===== src/rtl/option_streamer_pkg.sv =====
// Shared nonogram definitions: board limits, 7-bit option counts and streamer FSM states.
// Also imported by the solver side.
package nonogram_pkg;

  localparam int SIZE      = 11;
  localparam int MAX_LINES = 2 * SIZE;
  localparam int CNT_W     = 7;

  typedef logic [CNT_W-1:0] count_t;

  localparam count_t CNT_MAX = 7'd127;

  typedef enum logic [2:0] {
    IDLE,
    INDEX,
    OPTS,
    DRAIN,
    CHECK,
    FINISH
  } state_t;

endpackage


===== src/rtl/option_streamer_if.sv =====
// Option FIFO and solver stream bundle between option_streamer and its environment.
interface option_streamer_if #(
  parameter int SIZE = nonogram_pkg::SIZE
);

  logic [SIZE-1:0] fifo_rd_data;
  logic            fifo_empty;
  logic            fifo_rd_en;
  logic [SIZE-1:0] fifo_wr_data;
  logic            fifo_wr_en;
  logic            fifo_full;
  logic [SIZE-1:0] option;
  logic            option_valid;
  logic            new_line;
  logic            put_back_to_FIFO;
  logic            solved;

  modport master (
    input  fifo_rd_data, fifo_empty, fifo_full, put_back_to_FIFO, solved,
    output fifo_rd_en, fifo_wr_data, fifo_wr_en, option, option_valid, new_line
  );

  modport slave (
    output fifo_rd_data, fifo_empty, fifo_full, put_back_to_FIFO, solved,
    input  fifo_rd_en, fifo_wr_data, fifo_wr_en, option, option_valid, new_line
  );

endinterface


===== src/rtl/option_streamer.sv =====
// Streams each line's candidate options from the option FIFO to the solver, one pass at a time,
// and writes back the options the solver keeps, rebuilding the per-line counts for the next pass.
module option_streamer
  import nonogram_pkg::*;
#(
  parameter int SIZE      = nonogram_pkg::SIZE,
  parameter int MAX_LINES = 2 * SIZE
) (
  input  logic                   clk,
  input  logic                   rst,
  input  logic                   start,
  input  logic [3:0]             num_rows,
  input  logic [3:0]             num_cols,
  input  count_t [MAX_LINES-1:0] opt_count_in,
  option_streamer_if.master      bus,
  output count_t [MAX_LINES-1:0] options_amnt,
  output logic                   pass_done,
  output logic                   done,
  output logic                   unsolvable,
  output logic                   overflow
);

  localparam int LP_W = $clog2(MAX_LINES + 1);

  state_t                 state, state_nx;
  logic [LP_W-1:0]        line_ptr, lines_total, pend_line;
  count_t                 opt_left, cur_cnt;
  count_t [MAX_LINES-1:0] next_amnt;
  logic [SIZE-1:0]        pend_data;
  logic                   pend_vld, dropped, last_line;
  logic                   take, load, next_line, restart_pass;

  function automatic count_t sat_inc(input count_t c);
    return (c == CNT_MAX) ? c : c + 7'd1;
  endfunction

  assign lines_total = LP_W'(num_rows) + LP_W'(num_cols);
  assign last_line   = (line_ptr == lines_total - LP_W'(1));
  assign cur_cnt     = options_amnt[line_ptr];

  // The verdict always refers to the option presented on the cycle before, so the
  // write-back is a pure function of the pending register and this cycle's inputs.
  assign bus.fifo_wr_en   = pend_vld & bus.put_back_to_FIFO & ~bus.fifo_full;
  assign bus.fifo_wr_data = pend_data;

  always_ff @(posedge clk or negedge rst) begin
    if (!rst) state <= IDLE;
    else      state <= state_nx;
  end

  always_comb begin
    state_nx         = state;
    bus.option       = '0;
    bus.option_valid = 1'b0;
    bus.new_line     = 1'b0;
    bus.fifo_rd_en   = 1'b0;
    pass_done        = 1'b0;
    take             = 1'b0;
    load             = 1'b0;
    next_line        = 1'b0;
    restart_pass     = 1'b0;
    case (state)
      IDLE, FINISH: begin
        if (start) begin
          state_nx = INDEX;
          load     = 1'b1;
        end
      end
      INDEX: begin
        bus.option       = SIZE'(line_ptr);
        bus.option_valid = 1'b1;
        bus.new_line     = 1'b1;
        if (cur_cnt != '0) begin
          state_nx = OPTS;
        end else if (last_line) begin
          state_nx = DRAIN;
        end else begin
          next_line = 1'b1;
        end
      end
      OPTS: begin
        if (!bus.fifo_empty) begin
          bus.fifo_rd_en   = 1'b1;
          bus.option       = bus.fifo_rd_data;
          bus.option_valid = 1'b1;
          take             = 1'b1;
          if (opt_left == 7'd1) begin
            if (last_line) begin
              state_nx = DRAIN;
            end else begin
              state_nx  = INDEX;
              next_line = 1'b1;
            end
          end
        end
      end
      DRAIN: state_nx = CHECK;
      CHECK: begin
        pass_done = 1'b1;
        if (bus.solved || !dropped) begin
          state_nx = FINISH;
        end else begin
          state_nx     = INDEX;
          restart_pass = 1'b1;
        end
      end
      default: state_nx = IDLE;
    endcase
  end

  always_ff @(posedge clk or negedge rst) begin
    if (!rst) begin
      line_ptr     <= '0;
      opt_left     <= '0;
      options_amnt <= '0;
      next_amnt    <= '0;
      pend_vld     <= 1'b0;
      pend_data    <= '0;
      pend_line    <= '0;
      dropped      <= 1'b0;
      done         <= 1'b0;
      unsolvable   <= 1'b0;
      overflow     <= 1'b0;
    end else begin
      pend_vld <= take;
      if (take) begin
        pend_data <= bus.fifo_rd_data;
        pend_line <= line_ptr;
        opt_left  <= opt_left - 7'd1;
      end
      if (pend_vld) begin
        if (!bus.put_back_to_FIFO)  dropped <= 1'b1;
        else if (bus.fifo_full)     overflow <= 1'b1;
        else                        next_amnt[pend_line] <= sat_inc(next_amnt[pend_line]);
      end
      if (state == INDEX)  opt_left <= cur_cnt;
      if (next_line)       line_ptr <= line_ptr + LP_W'(1);
      if (state == CHECK) begin
        options_amnt <= next_amnt;
        if (restart_pass) begin
          line_ptr  <= '0;
          next_amnt <= '0;
          dropped   <= 1'b0;
        end else begin
          done       <= bus.solved;
          unsolvable <= ~bus.solved;
        end
      end
      if (load) begin
        line_ptr     <= '0;
        options_amnt <= opt_count_in;
        next_amnt    <= '0;
        dropped      <= 1'b0;
        done         <= 1'b0;
        unsolvable   <= 1'b0;
        overflow     <= 1'b0;
      end
    end
  end

endmodule


===== src/flat_wrapper.sv =====
// flat-port wrapper written by rule: the top's interface ports become plain ports
module option_streamer_flat import nonogram_pkg::*;
#(
  parameter int SIZE      = nonogram_pkg::SIZE,
  parameter int MAX_LINES = 2 * SIZE
)
  (clk, rst, start, num_rows, num_cols, opt_count_in, options_amnt, pass_done, done, unsolvable, overflow, bus_fifo_rd_data, bus_fifo_empty, bus_fifo_full, bus_put_back_to_FIFO, bus_solved, bus_fifo_rd_en, bus_fifo_wr_data, bus_fifo_wr_en, bus_option, bus_option_valid, bus_new_line);
  option_streamer_if #(.SIZE(SIZE)) bus_i ();
  input  logic clk;
  input  logic rst;
  input  logic start;
  input  logic [3:0] num_rows;
  input  logic [3:0] num_cols;
  input  count_t [MAX_LINES-1:0] opt_count_in;
  output count_t [MAX_LINES-1:0] options_amnt;
  output logic pass_done;
  output logic done;
  output logic unsolvable;
  output logic overflow;
  input wire logic [$bits(bus_i.fifo_rd_data)-1:0] bus_fifo_rd_data;
  input wire logic [$bits(bus_i.fifo_empty)-1:0] bus_fifo_empty;
  input wire logic [$bits(bus_i.fifo_full)-1:0] bus_fifo_full;
  input wire logic [$bits(bus_i.put_back_to_FIFO)-1:0] bus_put_back_to_FIFO;
  input wire logic [$bits(bus_i.solved)-1:0] bus_solved;
  output wire logic [$bits(bus_i.fifo_rd_en)-1:0] bus_fifo_rd_en;
  output wire logic [$bits(bus_i.fifo_wr_data)-1:0] bus_fifo_wr_data;
  output wire logic [$bits(bus_i.fifo_wr_en)-1:0] bus_fifo_wr_en;
  output wire logic [$bits(bus_i.option)-1:0] bus_option;
  output wire logic [$bits(bus_i.option_valid)-1:0] bus_option_valid;
  output wire logic [$bits(bus_i.new_line)-1:0] bus_new_line;
  assign bus_i.fifo_rd_data = bus_fifo_rd_data;
  assign bus_i.fifo_empty = bus_fifo_empty;
  assign bus_i.fifo_full = bus_fifo_full;
  assign bus_i.put_back_to_FIFO = bus_put_back_to_FIFO;
  assign bus_i.solved = bus_solved;
  assign bus_fifo_rd_en = bus_i.fifo_rd_en;
  assign bus_fifo_wr_data = bus_i.fifo_wr_data;
  assign bus_fifo_wr_en = bus_i.fifo_wr_en;
  assign bus_option = bus_i.option;
  assign bus_option_valid = bus_i.option_valid;
  assign bus_new_line = bus_i.new_line;
  option_streamer #(.SIZE(SIZE), .MAX_LINES(MAX_LINES)) u_core (.clk(clk), .rst(rst), .start(start), .num_rows(num_rows), .num_cols(num_cols), .opt_count_in(opt_count_in), .bus(bus_i), .options_amnt(options_amnt), .pass_done(pass_done), .done(done), .unsolvable(unsolvable), .overflow(overflow));
endmodule

===== config.mk =====
export PLATFORM = sky130hd
export DESIGN_NAME = option_streamer_flat
export DESIGN_NICKNAME = d
export VERILOG_FILES = /design/src/rtl/option_streamer_pkg.sv /design/src/rtl/option_streamer_if.sv /design/src/rtl/option_streamer.sv /design/src/flat_wrapper.sv
export SDC_FILE = /design/constraint.sdc
export NUM_CORES = 1
export LEC_CHECK = 0
export ABC_AREA = 1
export CORE_MARGIN = 4
export CORE_UTILIZATION = 45
export CTS_CLUSTER_DIAMETER = 200
export DETAILED_ROUTE_END_ITERATION = 8
export PLACE_DENSITY = 0.72
export SLEW_MARGIN = 0
export SYNTH_ARGS = -nofsm -noshare
export SYNTH_HDL_FRONTEND = slang
export SYNTH_SLANG_ARGS = --single-unit

===== constraint.sdc =====
create_clock -name clk -period 3.6 [get_ports clk]
set_input_delay 0.36 -clock clk [delete_from_list [all_inputs] [get_ports clk]]
set_output_delay 0.36 -clock clk [all_outputs]
set_load 0.005 [all_outputs]

* After elaboration in Yosys (flattened, before gate mapping)
Cells that the tools add are included.
** Storage, ports and cells
- Register bits :: 344
- Output and inout port bits :: 184
- Word-level logic and storage cells :: 154
** Cells by class
- Add/sub/neg operators :: 5
- Magnitude comparators :: 3
- Eq/ne operators :: 13
- Muxes and demuxes :: 61
- Bitwise operators :: 4
- Reductions and logical operators :: 14
** Operator list (number)
- 154-bit 2-to-1 mux :: 8
- 154-bit bitwise mux :: 1
- 7-bit binary-select mux with 5-bit select :: 2
- 7-bit 2-to-1 mux :: 6
- 7-bit demux with 5-bit select :: 1
- 1-bit 2-to-1 mux :: 27
- 11-bit case mux with 2 select lines :: 1
- 5-bit 2-to-1 mux :: 4
- 3-bit 2-to-1 mux :: 6
- 3-bit case mux with 5 select lines :: 1
- 5-bit by 6-bit less-than comparator with 1-bit output, second input constant :: 2
- 11-bit 2-to-1 mux :: 1
- 2-bit nonzero test :: 5
- 7-bit by 1-bit adder with 7-bit output, second input constant :: 1
- 7-bit by 1-bit == test with 1-bit output, second input constant :: 1
- 7-bit == test, second input constant :: 1
- 7-bit nonzero test :: 1
- 7-bit by 1-bit subtractor with 7-bit output, second input constant :: 1
- 3-bit by 2-bit == test with 1-bit output, second input constant :: 2
- 3-bit == test, second input constant :: 2
- 4-bit by 4-bit adder with 5-bit output :: 1
- 5-bit by 1-bit adder with 5-bit output, second input constant :: 1
- 5-bit == test :: 1
- 5-bit by 1-bit >= comparator with 1-bit output, second input constant :: 1
- other kinds (17) :: 22

* Longest topological paths before layout
Gate-level depths: netlist of run 1.
- Depth in word-level cells :: 11
- Mapped depth :: 18
- Depth with buffers taken out :: 16

* Worst setup path before layout of run 1
Ideal clock, no wire load.
- Path kind :: flip-flop to flip-flop
- Start :: register u_core.pend_line[1]
- End :: register u_core.next_amnt[18] in the netlist's numbering
- Library setup time :: 0.113 ns
- Arrival :: 2.356 ns
- Data required time :: 3.487 ns
- Slack :: 1.131 ns
- Cell stages (with the launch flop) :: 17
- Path buffers :: 3
- Period minus slack after synthesis :: 2.469 ns
- Cell sequence :: dfrtp_1 > nor2_2 > inv_2 > buf_6 > buf_2 > o22ai_1 > o21ai_0 > nand4_1 > nand3b_4 > ha_1 > nand2_1 > nor2_2 > xnor2_1 > buf_2 > nand3_1 > nand2_1 > inv_1
** Between the ends
- Longest elaborated chain between the ends :: 11
- Elaborated cells between the ends (all ways) :: 17
- Those cells by class :: 1 x add/sub; 2 x order compare; 1 x eq/ne; 12 x mux; 1 x reduce/logical
** RTL lines
- start, declared :: line option_streamer.sv:26 : logic [LP_W-1:0] line_ptr, lines_total, pend_line;
- start signal, assigned :: line option_streamer.sv:128 : pend_line <= line_ptr;
- 7-bit binary-select mux with 5-bit select, or another cell as far along :: line option_streamer.sv:134 : else next_amnt[pend_line] <= sat_inc(next_amnt[pend_line]);
- 7-bit 2-to-1 mux (not written as such) / 1-bit logical AND (equally long branches) :: line option_streamer.sv:134
- 7-bit by 1-bit adder with 7-bit output, or another cell as far along :: line option_streamer.sv:34 : return (c == CNT_MAX) ? c : c + 7'd1;
- 7-bit 2-to-1 mux / 7-bit demux with 5-bit select (equally long branches)
- 154-bit bitwise mux (*) :: line option_streamer.sv:134
- 154-bit 2-to-1 mux (*) :: line option_streamer.sv:133 : else if (bus.fifo_full) overflow <= 1'b1;
- 154-bit 2-to-1 mux (*) :: line option_streamer.sv:132 : if (!bus.put_back_to_FIFO) dropped <= 1'b1;
- 154-bit 2-to-1 mux (*) :: line option_streamer.sv:131 : if (pend_vld) begin
- 154-bit 2-to-1 mux :: line option_streamer.sv:140 : if (restart_pass) begin
- 154-bit 2-to-1 mux (*) :: line option_streamer.sv:138 : if (state == CHECK) begin
- 154-bit 2-to-1 mux (*) :: line option_streamer.sv:149 : if (load) begin
- end signal, assigned by index :: line option_streamer.sv:134
- end, declared :: line option_streamer.sv:28 : count_t [MAX_LINES-1:0] next_amnt;
Mark *: on every way between the ends. The rest lies on a longest branch, timed or not. The select of a mux whose other input is x is not followed.
A chain may end at the register's enable or synchronous reset.

* Worst setup path after layout of run 1
- Start :: register u_core.pend_line[1]
- End :: register u_core.next_amnt[120] in the netlist's numbering
Same word-level chain as after synthesis.

==> results of run 1 <==
## synthesized netlist by cell type
cell type    n  area, µm²
buf_6        6       67.6
nand4_1     26        163
o21ai_1     52        260
nor2_2       4       25.0
nor2_1      73        274
o21ai_0     81        405
o311ai_0     1       8.76
o221ai_1   126       1100
buf_1       10       37.5
clkbuf_1    78        293
a21oi_1    188        941
xor2_1       7       61.3
fa_1         1       20.0
a21o_1       1       7.51
o22ai_1     65        407
dfrtp_1    344       8610
nand2_1    534       2000
nor3_1       2       10.0
buf_2       33        165
o31ai_1      1       7.51
nand3b_4     1       20.0
inv_2        9       33.8
buf_4       12       90.1
nand2_2      2       12.5
a22oi_1     11       82.6
inv_1      496       1860
nor4_1       1       6.26
clkinv_1     6       22.5
a32o_1       1       10.0
nor3_2       4       40.0
nand3b_1     1       7.51
nand3_1    162        811
ha_1        11        138
xnor2_1      8       70.1
o211ai_1    53        398
## metal layers
metal  share of wire  wire length [µm]  up-vias
met5         0.00018                13        -
met4           0.037              2610        2
met3           0.096              6860      163
met2            0.45             32300     1015
met1            0.42             29700     8955
li1                -                 -     8570
## final timing paths
path                                            start                    endpoint  slack [ns]
hold reg to reg            u_core.bus.fifo_wr_data[1]  u_core.bus.fifo_wr_data[1]        0.47
setup / recovery                  u_core.pend_line[1]       u_core.next_amnt[120]        0.46
setup reg to reg                  u_core.pend_line[1]       u_core.next_amnt[120]        0.46
hold / removal                    bus_fifo_rd_data[1]  u_core.bus.fifo_wr_data[1]        0.39
min in group asynchronous                         rst     u_core.options_amnt[56]        0.43
max in group asynchronous                         rst    u_core.options_amnt[106]        2.21
## where the power goes
| part | leakage, nW | internal, mW | switching [mW] |
|---|---|---|---|
| Sequential | 4.56 | 4.94 | 0.703 |
| Combinational | 6.29 | 3.59 | 5.36 |
| Clock | 0.597 | 2.22 | 1.62 |
## repair_timing
action | 4_1_cts | 5_1_grt
hold buffers | 1 | 0
hold endpoints to repair | 79 | 0
buffers inserted | 0 | 0
## tightest hold or removal path: stages
cell and delay, ns:
clkdlybuf4s50_1 0.40, nand2_1 0.08, nand2_1 0.05
## area by class of cell
cell class / count / area (µm²) / share of cell area
Timing Repair Buffer: 435 / 4330 / 0.180
Multi-Input combinational cell: 1417 / 7310 / 0.304
Inverter: 511 / 1920 / 0.0800
Tap cell: 525 / 657 / 0.0273
Clock inverter: 7 / 41.3 / 0.00172
Sequential cell: 344 / 8610 / 0.358
Clock buffer: 61 / 1170 / 0.0486
## flip-flops by register name (all words and copies together) (netlist names)
name                     flops
u_core.bus.fifo_wr_data     11
u_core.done                  1
u_core.dropped               1
u_core.line_ptr              5
u_core.next_amnt           154
u_core.opt_left              7
u_core.options_amnt        154
u_core.overflow              1
u_core.pend_line             5
u_core.pend_vld              1
u_core.state                 3
u_core.unsolvable            1
## stage by stage
step | hold WS (ns) | setup WS [ns]
2_1_floorplan | 0.0644 | 1.13
3_3_place_gp | 0.435 | 0.497
3_5_place_dp | 0.440 | 0.390
4_1_cts | 0.380 | 0.503
5_1_grt | 0.400 | 0.340
6_report | 0.390 | 0.464
## logic make-up (layout without fill, tap and decap cells)
family / after synthesis / count (layout)
adders and majority gates: 12 / 12
DFF: 344 / 344
and+or+nand+nor: 810 / 810
buffers and inverters: 650 / 1014
AOI/OAI and AO/OA: 580 / 580
xor gates and xnor gates: 15 / 15
==> run_results.csv, run 1 <==
group,metric,value,unit
timing,maxSlewViolCount,0,
yosys,ys_ff_latch,344,
route,drc,0,
run,drv_cap,0,
timing,finClkSkew,0.0212,ns
route,route.detailed.wl_per_inst,21.7,µm
setup_path,cp.buffers_inverters,4,
power_and_ir_drop,power_density,767,nW/µm²
layout,fin_area,24000,µm²
clocking,htreeDepth,2,
clocking,clk_pin_slew,0.06,ns
floorplanning,initial_core_util,0.460,
yosys,netlist_area,18500,µm²
layout,finalCoreUtilization,0.598,
layout,mostFrequentLayoutCells,"nand2_1 (534), inv_1 (495), clkdlybuf4s50_1 (362)",
yosys,ys_warn_count,0,
place,hpwl,51.6,mm
setup_path,path_max_fanout,20,
global_routing,met2_usage,0.490,
global_routing,grt_pass1_wl,109,mm
clocking,cts-root-buf,"clkbuf_16",
global_routing,track_usage,0.312,
layout,drive_gt1_frac,0.0555,
yosys,synthSimpleGateAreaFrac,0.183,
setup_path,worstRegToRegCells,16,
yosys,synthAdderAreaFrac,0.00853,
setup_path,critPathCaptureType,"register",
yosys,synth-xor-area-share,0.00711,
layout,final_common_cell,"nand2_1",
yosys,synth_cell_types,35,
layout,final_cells,3300,
power_and_ir_drop,leakage,11.4,nW
route,dr.first_iter.drc_count,2225,
run_status,status,"finished, final reports clean",
floorplanning,dieArea,44400,µm²
yosys,synth_top_family_by_area,"compound AO/OA/AOI/OAI gates",
route,viasPerCell,5.67,
route,ant_nets,0,
timing,setup_viol,0,
setup_path,worstPathArrival,3.56,ns
floorplanning,rows,73,
clocking,cts_resized,0,
setup_path,slowest_stage,"dfrtp_1",
global_routing,use_met1,0.430,
clocking,cts.sinks,344,
yosys,synth_compound_area_frac,0.197,
setup_path,cp-start-kind,"register",
global_routing,antenna_found_initial,1,
timing,period_minus_slack,3.14,ns
yosys,syn_area_per_cell,7.66,µm²
clocking,clkLatencyLatePin,0.54,ns
layout,area_growth,30.1,%
layout,num_antenna_cells,0,
setup_path,cp_slowest_stage_delay,0.42,ns
floorplanning,die_w,211,µm
setup_path,critPathTopFamily,"simple AND/OR/NAND/NOR gates",
place,gp_congestion,0.944,
route,vias,18700,
setup_path,worstSetupPathType,"reg2reg",
layout,finalNetCount,2939,
route,drt-total-wl,71.5,mm
yosys,syn-num-nets,2603,
timing,rsz0062_at_grt,"no",
timing,clock.fmax,0.319,GHz
setup_path,cpMostUsedCell,"nand2_1",
timing,worst_pin_slew,0.803,ns
floorplanning,die_h,211,µm
layout,fillers,3662,
setup_path,crit_required,4.02,ns
setup_path,crit_chain,"inv_1 -> nand2_1 -> buf_4 -> o22ai_1 -> o21ai_0 -> nand4_1 -> nand3b_4 -> ha_1 -> nand2_1 -> nor2_2 -> nand2_2 -> nand2_1 -> buf_4 -> nand3_1 -> nand2_1 -> inv_1",
power_and_ir_drop,total_power,18.4,mW
floorplanning,io_pins,364,
worst_hold_path,min_delay_path_depth,3,
yosys,synthesis.instances,2411,
timing,fin_crit_sh,0.871,
setup_path,cp.depth,16,
route,drt_pass1_iterations,6,
clocking,clock_path_buffers,3,
floorplanning,core-area,40200,µm²
global_routing,grtUsageMet3,0.0749,
worst_hold_path,hold_class,"in2reg",
yosys,synth_seq_area_share,0.466,
global_routing,grt_busiest_layer,"met2",
global_routing,overflow,0,
yosys,synth.area.mux_share,0,
timing,setup_tns,0,ns
clocking,cts_made_buffers,38,
clocking,cts_tree,"yes",
global_routing,grt_max_degree,125,
place,placed_cells,3231,
place,dpl-instance-area,22800,µm²
timing,hold_viol,0,
global_routing,first_global_vias,18500,
timing,relSlewSlack,0.465,
place,port_buffers,363,
power_and_ir_drop,vdd_drop_max,555,µV
Note: power is estimated with default switching activity, not from simulation.
==> inputs of run 2 (changes only) <==
- ABC_CLOCK_PERIOD_IN_PS: not set -> 3600
==> results of run 2 <==
The final DEF is identical to that of run 1; final timing and power are the same.
